--- config.mk ---
export PLATFORM = sky130hd
export DESIGN_NAME = csd2bin
export DESIGN_NICKNAME = d
export VERILOG_FILES = /design/src/rtl/csd2bin.sv
export SDC_FILE = /design/constraint.sdc
export NUM_CORES = 1
export LEC_CHECK = 0
export ABC_AREA = 1
export CELL_PAD_IN_SITES_DETAIL_PLACEMENT = 0
export CELL_PAD_IN_SITES_GLOBAL_PLACEMENT = 2
export CORE_ASPECT_RATIO = 0.8
export CORE_UTILIZATION = 29
export DETAILED_ROUTE_END_ITERATION = 7
export PLACE_DENSITY = 0.82
export SLEW_MARGIN = 20
export SYNTH_ARGS = -nofsm -noshare
export SYNTH_HDL_FRONTEND = slang
export SYNTH_SLANG_ARGS = --single-unit
--- constraint.sdc ---
create_clock -name clk -period 2.5 [get_ports clk]
set_clock_uncertainty 0.15 [all_clocks]
set_input_delay 0.375 -clock clk [delete_from_list [all_inputs] [get_ports clk]]
set_output_delay 0.375 -clock clk [all_outputs]
set_load 0.02 [all_outputs]
--- src/rtl/csd2bin.sv ---
// Iterative CSD-to-two's-complement converter: folds one CSD digit per clock, MSD first.
// Optional canonical-form checking is enabled by defining CSD2BIN_CHECK_EN.
module csd2bin #(
    parameter int unsigned W = 5
) (
    input  logic             clk,
    input  logic             srst,
    input  logic [2*W-1:0]   x,
    input  logic             x_valid,
    output logic             x_ready,
    output logic [W-1:0]     y,
    output logic             ovf,
    output logic             err,
    output logic             y_valid,
    input  logic             y_ready
);

    localparam int unsigned AW = W + 1;
    localparam int unsigned XW = 2 * W;
    localparam int unsigned CW = $clog2(W + 1);

    localparam logic [1:0] S_IDLE = 2'd0;
    localparam logic [1:0] S_CONV = 2'd1;
    localparam logic [1:0] S_DONE = 2'd2;

    logic [1:0]    state;
    logic [1:0]    state_nxt;
    logic [XW-1:0] sr;
    logic [AW-1:0] acc;
    logic [AW-1:0] acc_nxt;
    logic [AW-1:0] d_ext;
    logic [1:0]    msd;
    logic [CW-1:0] cnt;
    logic          last_digit;

    assign msd        = sr[XW-1 -: 2];
    assign last_digit = (state == S_CONV) && (cnt == '0);

    // Sign-magnitude digit decode; the invalid code 10 contributes zero.
    always_comb begin
        d_ext = '0;
        case (msd)
            2'b01:   d_ext = AW'(1);
            2'b11:   d_ext = '1;
            default: d_ext = '0;
        endcase
        acc_nxt = {acc[W-1:0], 1'b0} + d_ext;
    end

    always_comb begin
        state_nxt = state;
        case (state)
            S_IDLE:  if (x_valid && x_ready) state_nxt = S_CONV;
            S_CONV:  if (cnt == '0)          state_nxt = S_DONE;
            S_DONE:  if (y_ready)            state_nxt = S_IDLE;
            default:                         state_nxt = S_IDLE;
        endcase
    end

    always_ff @(posedge clk) begin
        if (srst) state <= S_IDLE;
        else      state <= state_nxt;
    end

    // Handshake flags are registered copies of the upcoming state.
    always_ff @(posedge clk) begin
        if (srst) begin
            x_ready <= 1'b1;
            y_valid <= 1'b0;
            y       <= '0;
            ovf     <= 1'b0;
            sr      <= '0;
            acc     <= '0;
            cnt     <= '0;
        end else begin
            x_ready <= (state_nxt == S_IDLE);
            y_valid <= (state_nxt == S_DONE);
            if (state == S_IDLE && x_valid && x_ready) begin
                sr  <= x;
                acc <= '0;
                cnt <= CW'(W - 1);
            end else if (state == S_CONV) begin
                sr  <= {sr[XW-3:0], 2'b00};
                acc <= acc_nxt;
                cnt <= cnt - CW'(1);
            end
            // Result fits W bits only when the top two accumulator bits agree.
            if (last_digit) begin
                y   <= acc_nxt[W-1:0];
                ovf <= acc_nxt[W] ^ acc_nxt[W-1];
            end
        end
    end

`ifdef CSD2BIN_CHECK_EN
    logic prev_nz;
    logic err_acc;
    logic err_nxt;

    assign err_nxt = err_acc | (msd == 2'b10) | (prev_nz & msd[0]);

    always_ff @(posedge clk) begin
        if (srst) begin
            prev_nz <= 1'b0;
            err_acc <= 1'b0;
            err     <= 1'b0;
        end else begin
            if (state == S_IDLE && x_valid && x_ready) begin
                prev_nz <= 1'b0;
                err_acc <= 1'b0;
            end else if (state == S_CONV) begin
                prev_nz <= msd[0];
                err_acc <= err_nxt;
            end
            if (last_digit) err <= err_nxt;
        end
    end
`else
    assign err = 1'b0;
`endif

endmodule
==> results of run 1 <==
## cell usage in the layout, fill, tap and decap left out, types with 2 or more instances in the layout
cell type                         instances
sky130_fd_sc_hd__nor3_1                   2
sky130_fd_sc_hd__buf_4                    2
sky130_fd_sc_hd__nor2_2                   2
sky130_fd_sc_hd__o21a_1                   2
sky130_fd_sc_hd__o21ai_0                  3
sky130_fd_sc_hd__inv_1                   21
sky130_fd_sc_hd__nand2_1                 52
sky130_fd_sc_hd__nor2_1                  13
sky130_fd_sc_hd__nand2_2                  4
sky130_fd_sc_hd__clkdlybuf4s50_1         21
sky130_fd_sc_hd__dfxtp_1                 28
sky130_fd_sc_hd__xor2_1                   3
sky130_fd_sc_hd__nand3_2                  2
sky130_fd_sc_hd__nand3_1                  4
sky130_fd_sc_hd__inv_2                    2
sky130_fd_sc_hd__ha_1                     4
sky130_fd_sc_hd__clkbuf_8                 3
sky130_fd_sc_hd__o21ai_1                  3
sky130_fd_sc_hd__a31oi_1                  8
sky130_fd_sc_hd__a21oi_1                 11
## critical path, cell delays in order, from the launching register on
cell                      delay (ns)
sky130_fd_sc_hd__dfxtp_1        0.46
sky130_fd_sc_hd__nand2_2        0.14
sky130_fd_sc_hd__inv_1          0.10
sky130_fd_sc_hd__ha_1           0.18
sky130_fd_sc_hd__inv_1          0.06
sky130_fd_sc_hd__fa_1           0.41
sky130_fd_sc_hd__inv_1          0.09
sky130_fd_sc_hd__nand3_2        0.08
sky130_fd_sc_hd__nor2_1         0.09
sky130_fd_sc_hd__nor2_1         0.04
sky130_fd_sc_hd__nand3_1        0.05
sky130_fd_sc_hd__nand3_1        0.06
sky130_fd_sc_hd__nand2_1        0.08
sky130_fd_sc_hd__inv_1          0.03
## per-layer routing
layer  share of wire (%)  vias up  GRT usage (%)
met4                0.98        0           2.78
met1                  52      507           16.0
met2                  43       22           21.6
met5                   0        -              0
met3                 4.4        4           3.65
li1                    -      600              -
## power by group through the flow
stage	combinational (W)	clock, W	sequential [W]
floorplan	0.000357	0	0.000640
global placement	0.000515	0	0.000609
detailed placement	0.000522	0	0.000615
CTS	0.000525	0.000378	0.000605
global route	0.000589	0.000404	0.000621
finish	0.000514	0.000370	0.000605
## worst max path at each step
stage	start	end	depth (start not counted)
detailed placement	sr[8]	ovf	13
global route	sr[8]	ovf	13
CTS	sr[8]	ovf	13
finish	sr[8]	ovf	13
floorplan	sr[8]	ovf	13
global placement	sr[8]	ovf	13
## state kept, by name (all words and copies together), names as in the netlist
signal / count
state: 2
y_valid: 1
acc: 5
y: 5
cnt: 3
ovf: 1
x_ready: 1
sr: 10
## cells by family (layout without fill, tap and decap cells)
group / Yosys count / after routing
other: 1 / 1
DFF: 28 / 28
and+or+nand+nor: 82 / 82
AOI/OAI and AO/OA: 30 / 30
buffers and inverters: 31 / 50
adders and majority gates: 5 / 5
xor gates and xnor gates: 3 / 3
## per-stage QoR
step | power [W] | std cells
finish | 0.00149 | 256
global route | 0.00161 | 256
CTS | 0.00151 | 256
detailed placement | 0.00114 | 252
global placement | 0.00112 | 252
floorplan | 0.000997 | 180
## final cells by class
| cell class | instances | area (sq um) | share of cell area, % |
|---|---|---|---|
| Multi-Input combinational cell | 121 | 632 | 38.4 |
| Tap cell | 57 | 71.3 | 4.33 |
| Clock inverter | 1 | 30.0 | 1.82 |
| Timing Repair Buffer | 23 | 225 | 13.7 |
| Clock buffer | 3 | 41.3 | 2.51 |
| Inverter | 23 | 86.3 | 5.24 |
| Sequential cell | 28 | 561 | 34.0 |
==> flow_summary.yaml, run 1 <==
outcome:
  status: "finished, final reports clean"
clocking:
  postCtsResizedCells: 0
  postCtsHoldBufs: 0
  cts_buffers: 3
  htreeDepth: 1
  cts.sink_count: 28
  cts_setup_buffers: 0
  clk-insertion-delay-late_ns: 0.28
  clk_pin_slew_ns: 0.10
  tritoncts: "yes"
  cts_max_path_buffers: 2
  clock_tree.root_cell: "sky130_fd_sc_hd__clkbuf_8"
floorplan:
  core_sq_um: 4310
  die_area_sq_um: 4890
  boundaryPins: 23
  dieWidth_um: 77.9
  dieHeight_um: 62.7
  starting_utilization_of_the_core_area_pct: 31.0
  fp-row-count: 21
routing:
  wire_per_inst_um: 10.8
  wirelength_um: 2760
  first_pass_iters: 4
  drt_drc_violations_left: 0
  detail_route.vias_per_cell: 4.43
  drt_first_iter_violations: 47
  detailed_route_via_count: 1133
  final_antenna_net_count: 0
global_routing:
  track_usage_pct: 12.7
  antenna_violations_before_repair: 0
  maximum_number_of_pins_on_one_net_before_global_route_repair: 18
  first_global_vias: 1109
  grt_pass1_wl_um: 4950
  grt_remaining_overflow: 0
sta:
  worst_slack_ns: 0.397
  rsz_0062_raised_after_global_routing: "no"
  final.hold.worst_slack_ns: 0.316
  period_needed_ns: 2.10
  min_period_over_period_pct: 84.1
  setup_tns_ns: 0
  slew_viol_final: 0
  final-hold-violation-count: 0
  finalSetupViolations: 0
  achievable-frequency_mhz: 476
synth:
  yosys_warnings: 0
  syn_area_per_cell_sq_um: 7.42
  netlist-cell-type-count: 29
  most_frequent_cell_after_synthesis: "sky130_fd_sc_hd__nand2_1"
  synth-edff-count: 0
  synth_seq_cells: 28
  synth_largest_area_cell: "sky130_fd_sc_hd__dfxtp_1"
  postSynth.asyncResetShare_pct: 0
  synth_cells: 180
  share_of_the_synthesized_area_in_compound_gates_ao_oa_aoi_oai_pct: 13.3
  synth.top_cell.area_share_pct: 41.9
  synth.mux.area_fraction_pct: 0
  synthesis.nets: 199
  synth_common_cells: "sky130_fd_sc_hd__nand2_1 (52), sky130_fd_sc_hd__dfxtp_1 (28), sky130_fd_sc_hd__inv_1 (21), sky130_fd_sc_hd__nor2_1 (13), sky130_fd_sc_hd__a21oi_1 (11)"
  synth_ff_type: "sky130_fd_sc_hd__dfxtp_1"
  synth_seq_area_share_pct: 41.9
  synth.cell_area_sq_um: 1340
  synthXorXnorAreaFrac_pct: 1.97
  synthTopCellsByArea: "sky130_fd_sc_hd__dfxtp_1 (42%), sky130_fd_sc_hd__nand2_1 (15%), sky130_fd_sc_hd__inv_1 (5.9%)"
  synth_top_family_by_area: "simple AND/OR/NAND/NOR gates"
  synthAdderAreaFrac_pct: 5.24
  yosys.area_share.simple_pct: 26.5
placed_design:
  placement.io_buffers: 21
  placement_setup_slack_ns: 0.401
  hpwl_um: 2030
  detailed_place.area_sq_um: 1580
  gp_congestion: 0.838
setup_path:
  r2r.worst_path.cells: 13
  timing.critical_path.required_ns: 2.55
  crit-reg2reg-capture: "ovf"
  setup.worst_path.end_class: "flip-flop"
  crit_arrival_ns: 2.15
  crit-reg2reg-launch: "sr[8]"
  start_kind: "flip-flop"
  r2r_slack_ns: 0.40
  worst-path-max-fanout: 6
  timing.setup.critical_path_class: "flip-flop to flip-flop"
power:
  leakagePower_nw: 0.686
  power_density_over_the_cells_nw_per_um2: 904
  share_comb_of_total_power_pct: 34.5
  irDropWorstVdd_mv: 0.441
  net-switching-power_w: 0.000537
  power.share.sequential_pct: 40.6
  power.switching_fraction_pct: 36.0
  power_frac_clock_pct: 24.9
  internal-power_w: 0.000953
job:
  drv_cap: 0
layout:
  fillCellCount: 456
  finalInstanceArea_sq_um: 1650
  syn2layout_area_growth_pct: 23.2
  number_of_antenna_repair_diodes: 0
  layout_cell_share_with_drive_strength_beyond_1_pct: 9.55
  finish.utilization_pct: 38.2
  design.final.nets: 219
min_path:
  hold_path_class: "flip-flop to flip-flop"
  worstHoldStart: "y[0]"
  worst_hold_path.num_cells: 2
  worstHoldEndpoint: "y[0]"
No activity file was read; power rests on OpenSTA's default activity.
==> run 2: changes to the inputs <==
==> constraint.sdc (replaced) <==
create_clock -name clk -period 2.2 [get_ports clk]
set_clock_uncertainty 0.15 [all_clocks]
set_input_delay 0.33 -clock clk [delete_from_list [all_inputs] [get_ports clk]]
set_output_delay 0.33 -clock clk [all_outputs]
set_load 0.02 [all_outputs]
==> flow_summary.yaml, run 2 (synthesis gave the netlist of run 1 again) <==
outcome:
  status: "finished, final reports clean"
placed_design:
  gp_congestion: 0.831
  detailed_place.area_sq_um: 1590
  hpwl_um: 2090
  placed_cells: 254
  placement_setup_slack_ns: 0.241
  placement.io_buffers: 21
setup_path:
  crit_arrival_ns: 2.01
  critical_path.max_stage_delay_ns: 0.42
  start_kind: "flip-flop"
  timing.critical_path.required_ns: 2.24
  crit_path_top_delay_cell: "sky130_fd_sc_hd__dfxtp_1"
  setup.worst_path.end_class: "flip-flop"
  worst-path-max-fanout: 4
  critical_path.top_delay_family: "adder cells"
  crit_top_cell: "sky130_fd_sc_hd__inv_1"
  timing.setup.critical_path_class: "flip-flop to flip-flop"
  cp.buffers_inverters: 4
  worstPathCellList: "nand2_2 -> inv_1 -> ha_1 -> inv_1 -> fa_1 -> inv_1 -> nand3_2 -> nor2_1 -> nor2_1 -> nand3_1 -> nand3_1 -> nand2_1 -> inv_1"
floorplan:
  core_sq_um: 4310
  dieWidth_um: 77.9
  dieHeight_um: 62.7
  die_area_sq_um: 4890
  boundaryPins: 23
  fp-row-count: 21
  starting_utilization_of_the_core_area_pct: 31.0
routing:
  first_pass_iters: 4
  detail_route.vias_per_cell: 4.35
  drt_first_iter_violations: 45
  final_antenna_net_count: 0
  wirelength_um: 2770
  wire_per_inst_um: 10.7
  detailed_route_via_count: 1122
  drt_drc_violations_left: 0
clocking:
  tritoncts: "yes"
  clk-insertion-delay-late_ns: 0.28
  postCtsHoldBufs: 0
  htreeDepth: 1
  clock_tree.root_cell: "sky130_fd_sc_hd__clkbuf_8"
  postCtsResizedCells: 0
  cts_max_path_buffers: 2
  cts.sink_count: 28
  clk_pin_slew_ns: 0.10
  cts_buffers: 3
  cts_setup_buffers: 0
sta:
  finalSetupViolations: 0
  min_period_over_period_pct: 89.8
  rsz_0062_raised_after_global_routing: "no"
  final-hold-violation-count: 0
  worst_slack_ns: 0.225
  period_needed_ns: 1.97
  slew_viol_final: 0
  achievable-frequency_mhz: 506
  setup_tns_ns: 0
layout:
  finalInstanceArea_sq_um: 1660
  instances_no_fill: 258
  syn2layout_area_growth_pct: 24.3
  number_of_antenna_repair_diodes: 0
  final_common_cell: "sky130_fd_sc_hd__nand2_1"
  layout_cell_share_with_drive_strength_beyond_1_pct: 10.4
  reg_top3: "sr (10), acc (5), y (5)"
  design.final.nets: 221
  regMostFlops: "sr"
  layout_common_cells: "sky130_fd_sc_hd__nand2_1 (52), sky130_fd_sc_hd__dfxtp_1 (28), sky130_fd_sc_hd__inv_1 (21), sky130_fd_sc_hd__clkdlybuf4s50_1 (21), sky130_fd_sc_hd__nor2_1 (13)"
  max_ffs_per_register: 10
min_path:
  hold_path_class: "flip-flop to flip-flop"
power:
  irDropWorstVdd_mv: 0.332
  power_density_over_the_cells_nw_per_um2: 1020
  power.switching_fraction_pct: 35.5
  net-switching-power_w: 0.000603
  internal-power_w: 0.00109
  leakagePower_nw: 0.696
  power_frac_clock_pct: 24.1
  share_comb_of_total_power_pct: 35.8
  power.share.sequential_pct: 40.1
global_routing:
  first_global_vias: 1079
  antenna_violations_before_repair: 0
  grt_pass1_wl_um: 4900
  grt_remaining_overflow: 0
  maximum_number_of_pins_on_one_net_before_global_route_repair: 18
  track_usage_pct: 12.7
job:
  drv_cap: 0
[run 2: per-stage QoR]
| step | total power (W) | utilization [%] | hold WS [ns] |
|---|---|---|---|
| 2_1_floorplan | 0.00113 | - | 0.289 |
| 6_report | 0.00170 | 38.6 | 0.317 |
| 5_1_grt | 0.00184 | 38.6 | 0.348 |
| 3_3_place_gp | 0.00130 | 36.9 | 0.299 |
| 4_1_cts | 0.00173 | 38.6 | 0.323 |
| 3_5_place_dp | 0.00131 | 36.9 | 0.307 |
[run 2: worst paths after layout]
path / slack, ns / from / depth (start not counted) / to
max: 0.23 / sr[9] / 13 / ovf
max reg2reg: 0.23 / sr[9] / 13 / ovf
min reg2reg: 0.32 / cnt[1] / 2 / cnt[1]
min: 0.32 / cnt[1] / 2 / cnt[1]
[run 2: metal layers]
| layer | part of all wire, % | GRT usage (%) | up-vias |
|---|---|---|---|
| li1 | - | - | 605 |
| met1 | 50 | 16.2 | 491 |
| met2 | 46 | 21.6 | 24 |
| met3 | 4.0 | 3.07 | 2 |
| met4 | 0.65 | 2.78 | 0 |
| met5 | 0 | 0 | - |
[run 2: power groups by stage]
stage          sequential, W  clock [W]  combinational, W
2_1_floorplan       0.000727          0          0.000406
3_3_place_gp        0.000687          0          0.000608
3_5_place_dp        0.000693          0          0.000614
4_1_cts             0.000681   0.000430          0.000615
5_1_grt             0.000697   0.000446          0.000695
6_report            0.000680   0.000409          0.000608
[run 2: cell type report]
| type | instances | area, sq um |
|---|---|---|
| clock buffer | 3 | 41.3 |
| multi-input combinational | 121 | 632 |
| clock inverter | 1 | 30.0 |
| tap | 57 | 71.3 |
| sequential | 28 | 561 |
| inverter | 23 | 86.3 |
| timing repair buffer | 25 | 240 |
| fill | 465 | 2650 |
[run 2: tightest hold or removal path, delay by kind of cell, from the launching register on]
family             cells  cell delay, ns
AOI/OAI and AO/OA      1            0.05
DFF                    1            0.32
and+or+nand+nor        1            0.06
==> RTL edit (config.mk and constraints of run 2) <==
Change the parameter `W` from 5 to 7.
--- a/src/rtl/csd2bin.sv
+++ b/src/rtl/csd2bin.sv
@@ -1,7 +1,7 @@
 // Iterative CSD-to-two's-complement converter: folds one CSD digit per clock, MSD first.
 // Optional canonical-form checking is enabled by defining CSD2BIN_CHECK_EN.
 module csd2bin #(
-    parameter int unsigned W = 5
+    parameter int unsigned W = 7
 ) (
     input  logic             clk,
     input  logic             srst,
Interface: changed (resized x and y); port bits go from 23 to 29. No check against the original RTL was run, so the function may have changed too.
==> RTL edit against run 2 <==
Utilization shrank 0.49 points. Area after synthesis grew 39%. Design area grew 38%. Largest power group unchanged. Setup slack gained 0.0093 ns. Sequential cell count grew 8. Total power grew 27%. Routed wire length grew 47%. Non-clock buffer count grew 9. Critical endpoint unchanged.
==> RTL edit: results (changes against run 2) <==
First-pass GRT wire length: 7090 um (+45%)
Met2 usage: 0.221 (+0.00568)
Post-Syn Nets: 281 (+41%)
Layout cell share with drive strength beyond 1: 0.131 (+0.0270)
Synth Area in Compound Gates: 0.124 (-0.00930)
Vias in the first global route: 1563 (+45%)
Final net count: 310 (+40%)
WL/cell: 11.0 um (+2.5%)
Met3 usage: 0.0352 (+0.00454)
Largest net degree at the start of global routing: 26 (+8)
Clock buffer depth: 2 (unchanged)
Leak pwr: 0.982 nW (+41%)
Post-synth top cells: nand2_1, dfxtp_1, inv_1, a21oi_1, nor2_1
Clock transition at the registers of the reported paths: 0.07 ns (-0.03 ns)
Post-DP HPWL: 2990 um (+43%)
Setup TNS: 0 ns (unchanged)
Initial DRT Pass Iterations: 4 (unchanged)
Initial antenna violation count: 0 (unchanged)
Post-Synth XOR/XNOR Area: 0.0188 (-0.000846)
Met3 WL: 189 um (+70%)
Worst reg-to-reg setup slack: 0.23 ns
Total GRT Usage: 0.134 (+0.00693)
Dpl cell area: 2210 sq um (+39%)
Fin crit period: 1.97 ns (-0.00927 ns)
Number of synthesized flops with an enable pin: 0 (unchanged)
Worst r2r dst: ovf
CTS H-tree depth: 2 (+1)
CP max stage delay: 0.46 ns (+0.04 ns)
Total CTS buffers: 5 (+2)
Unique masters post-synth: 30 (+3.4%)
Fill count: 647 (+39%)
Routed met1 length: 2140 um (+55%)
Reg2reg start: sr[12]
Pre-CTS WS: 0.0882 ns (-0.153 ns)
Worst hold start: cnt[0]
Largest family of logic cells by synthesized area: simple AND/OR/NAND/NOR gates
Routability cong.: 0.738 (-11%)
Ranking of synthesized cells by area: dfxtp_1, nand2_1, inv_1
Peak supply drop: 0.287 mV (-14%)
Crit path to: ovf
CP top delay family: simple AND/OR/NAND/NOR gates
Crit-path max FO: 8 (+4)
Port-buffer cells: 27 (+29%)
Synth warn: 0 (unchanged)
Post-DR vias/cell: 4.38 (+0.74%)
Biggest regs: sr: 14 flops, acc: 7 flops, y: 7 flops
Startpoint Class: flip-flop
Seq/Total Area, Yosys: 0.387 (-0.0324)
DR WL met2: 1730 um (+37%)
DR iter-0 viols: 57 (+27%)
Met1 usage: 0.173 (+0.0109)
Status: completed
Reg2reg path depth: 13 (unchanged)
Adder-Cell Fraction of Synth Area: 0.0269 (-0.0256)
==> RTL edit: cell count changes in the layout (fill, tap and decap cells not counted), moves of 4 or more <==
cell,delta
a21oi_1,+5
a31oi_1,+4
clkdlybuf4s50_1,+6
dfxtp_1,+8
inv_1,+8
nand2_1,+26
nand2_4,+5
nand3_1,+5
o21ai_0,+6
==> RTL edit: kinds of logic after synthesis <==
logic type                 count (synthesis)
adders and majority gates                  4
xor gates and xnor gates                   4
buffers and inverters                     44
other                                      1
AOI/OAI and AO/OA                         42
and+or+nand+nor                          128
DFF                                       36
==> RTL edit: area by class of cell <==
type | instances | area, sq um | share of cell area
Tap cell | 81 | 101 | 0.0441
Inverter | 32 | 120 | 0.0523
Multi-Input combinational cell | 179 | 943 | 0.410
Timing Repair Buffer | 34 | 323 | 0.140
Clock buffer | 8 | 90.1 | 0.0392
Sequential cell | 36 | 721 | 0.314
==> RTL edit: worst min-delay path by stage <==
stage	depth (start not counted)	slack, ns	to
after floorplan	2	0.29	sr[0]
after global placement	2	0.30	cnt[0]
after detailed placement	2	0.30	cnt[0]
after CTS	2	0.31	cnt[0]
after global routing	2	0.33	cnt[0]
final	2	0.31	cnt[0]
==> RTL edit: per-stage QoR <==
| stage | util | instances |
|---|---|---|
| floorplan | - | 259 |
| global placement | 0.366 | 362 |
| detailed placement | 0.366 | 362 |
| CTS | 0.381 | 370 |
| global route | 0.381 | 370 |
| finish | 0.381 | 370 |
==> RTL edit: power by group <==
| part | total (mW) | internal (mW) | switching (mW) |
|---|---|---|---|
| clock network | 0.473 | 0.255 | 0.218 |
| registers | 0.876 | 0.790 | 0.0858 |
| logic | 0.810 | 0.300 | 0.510 |
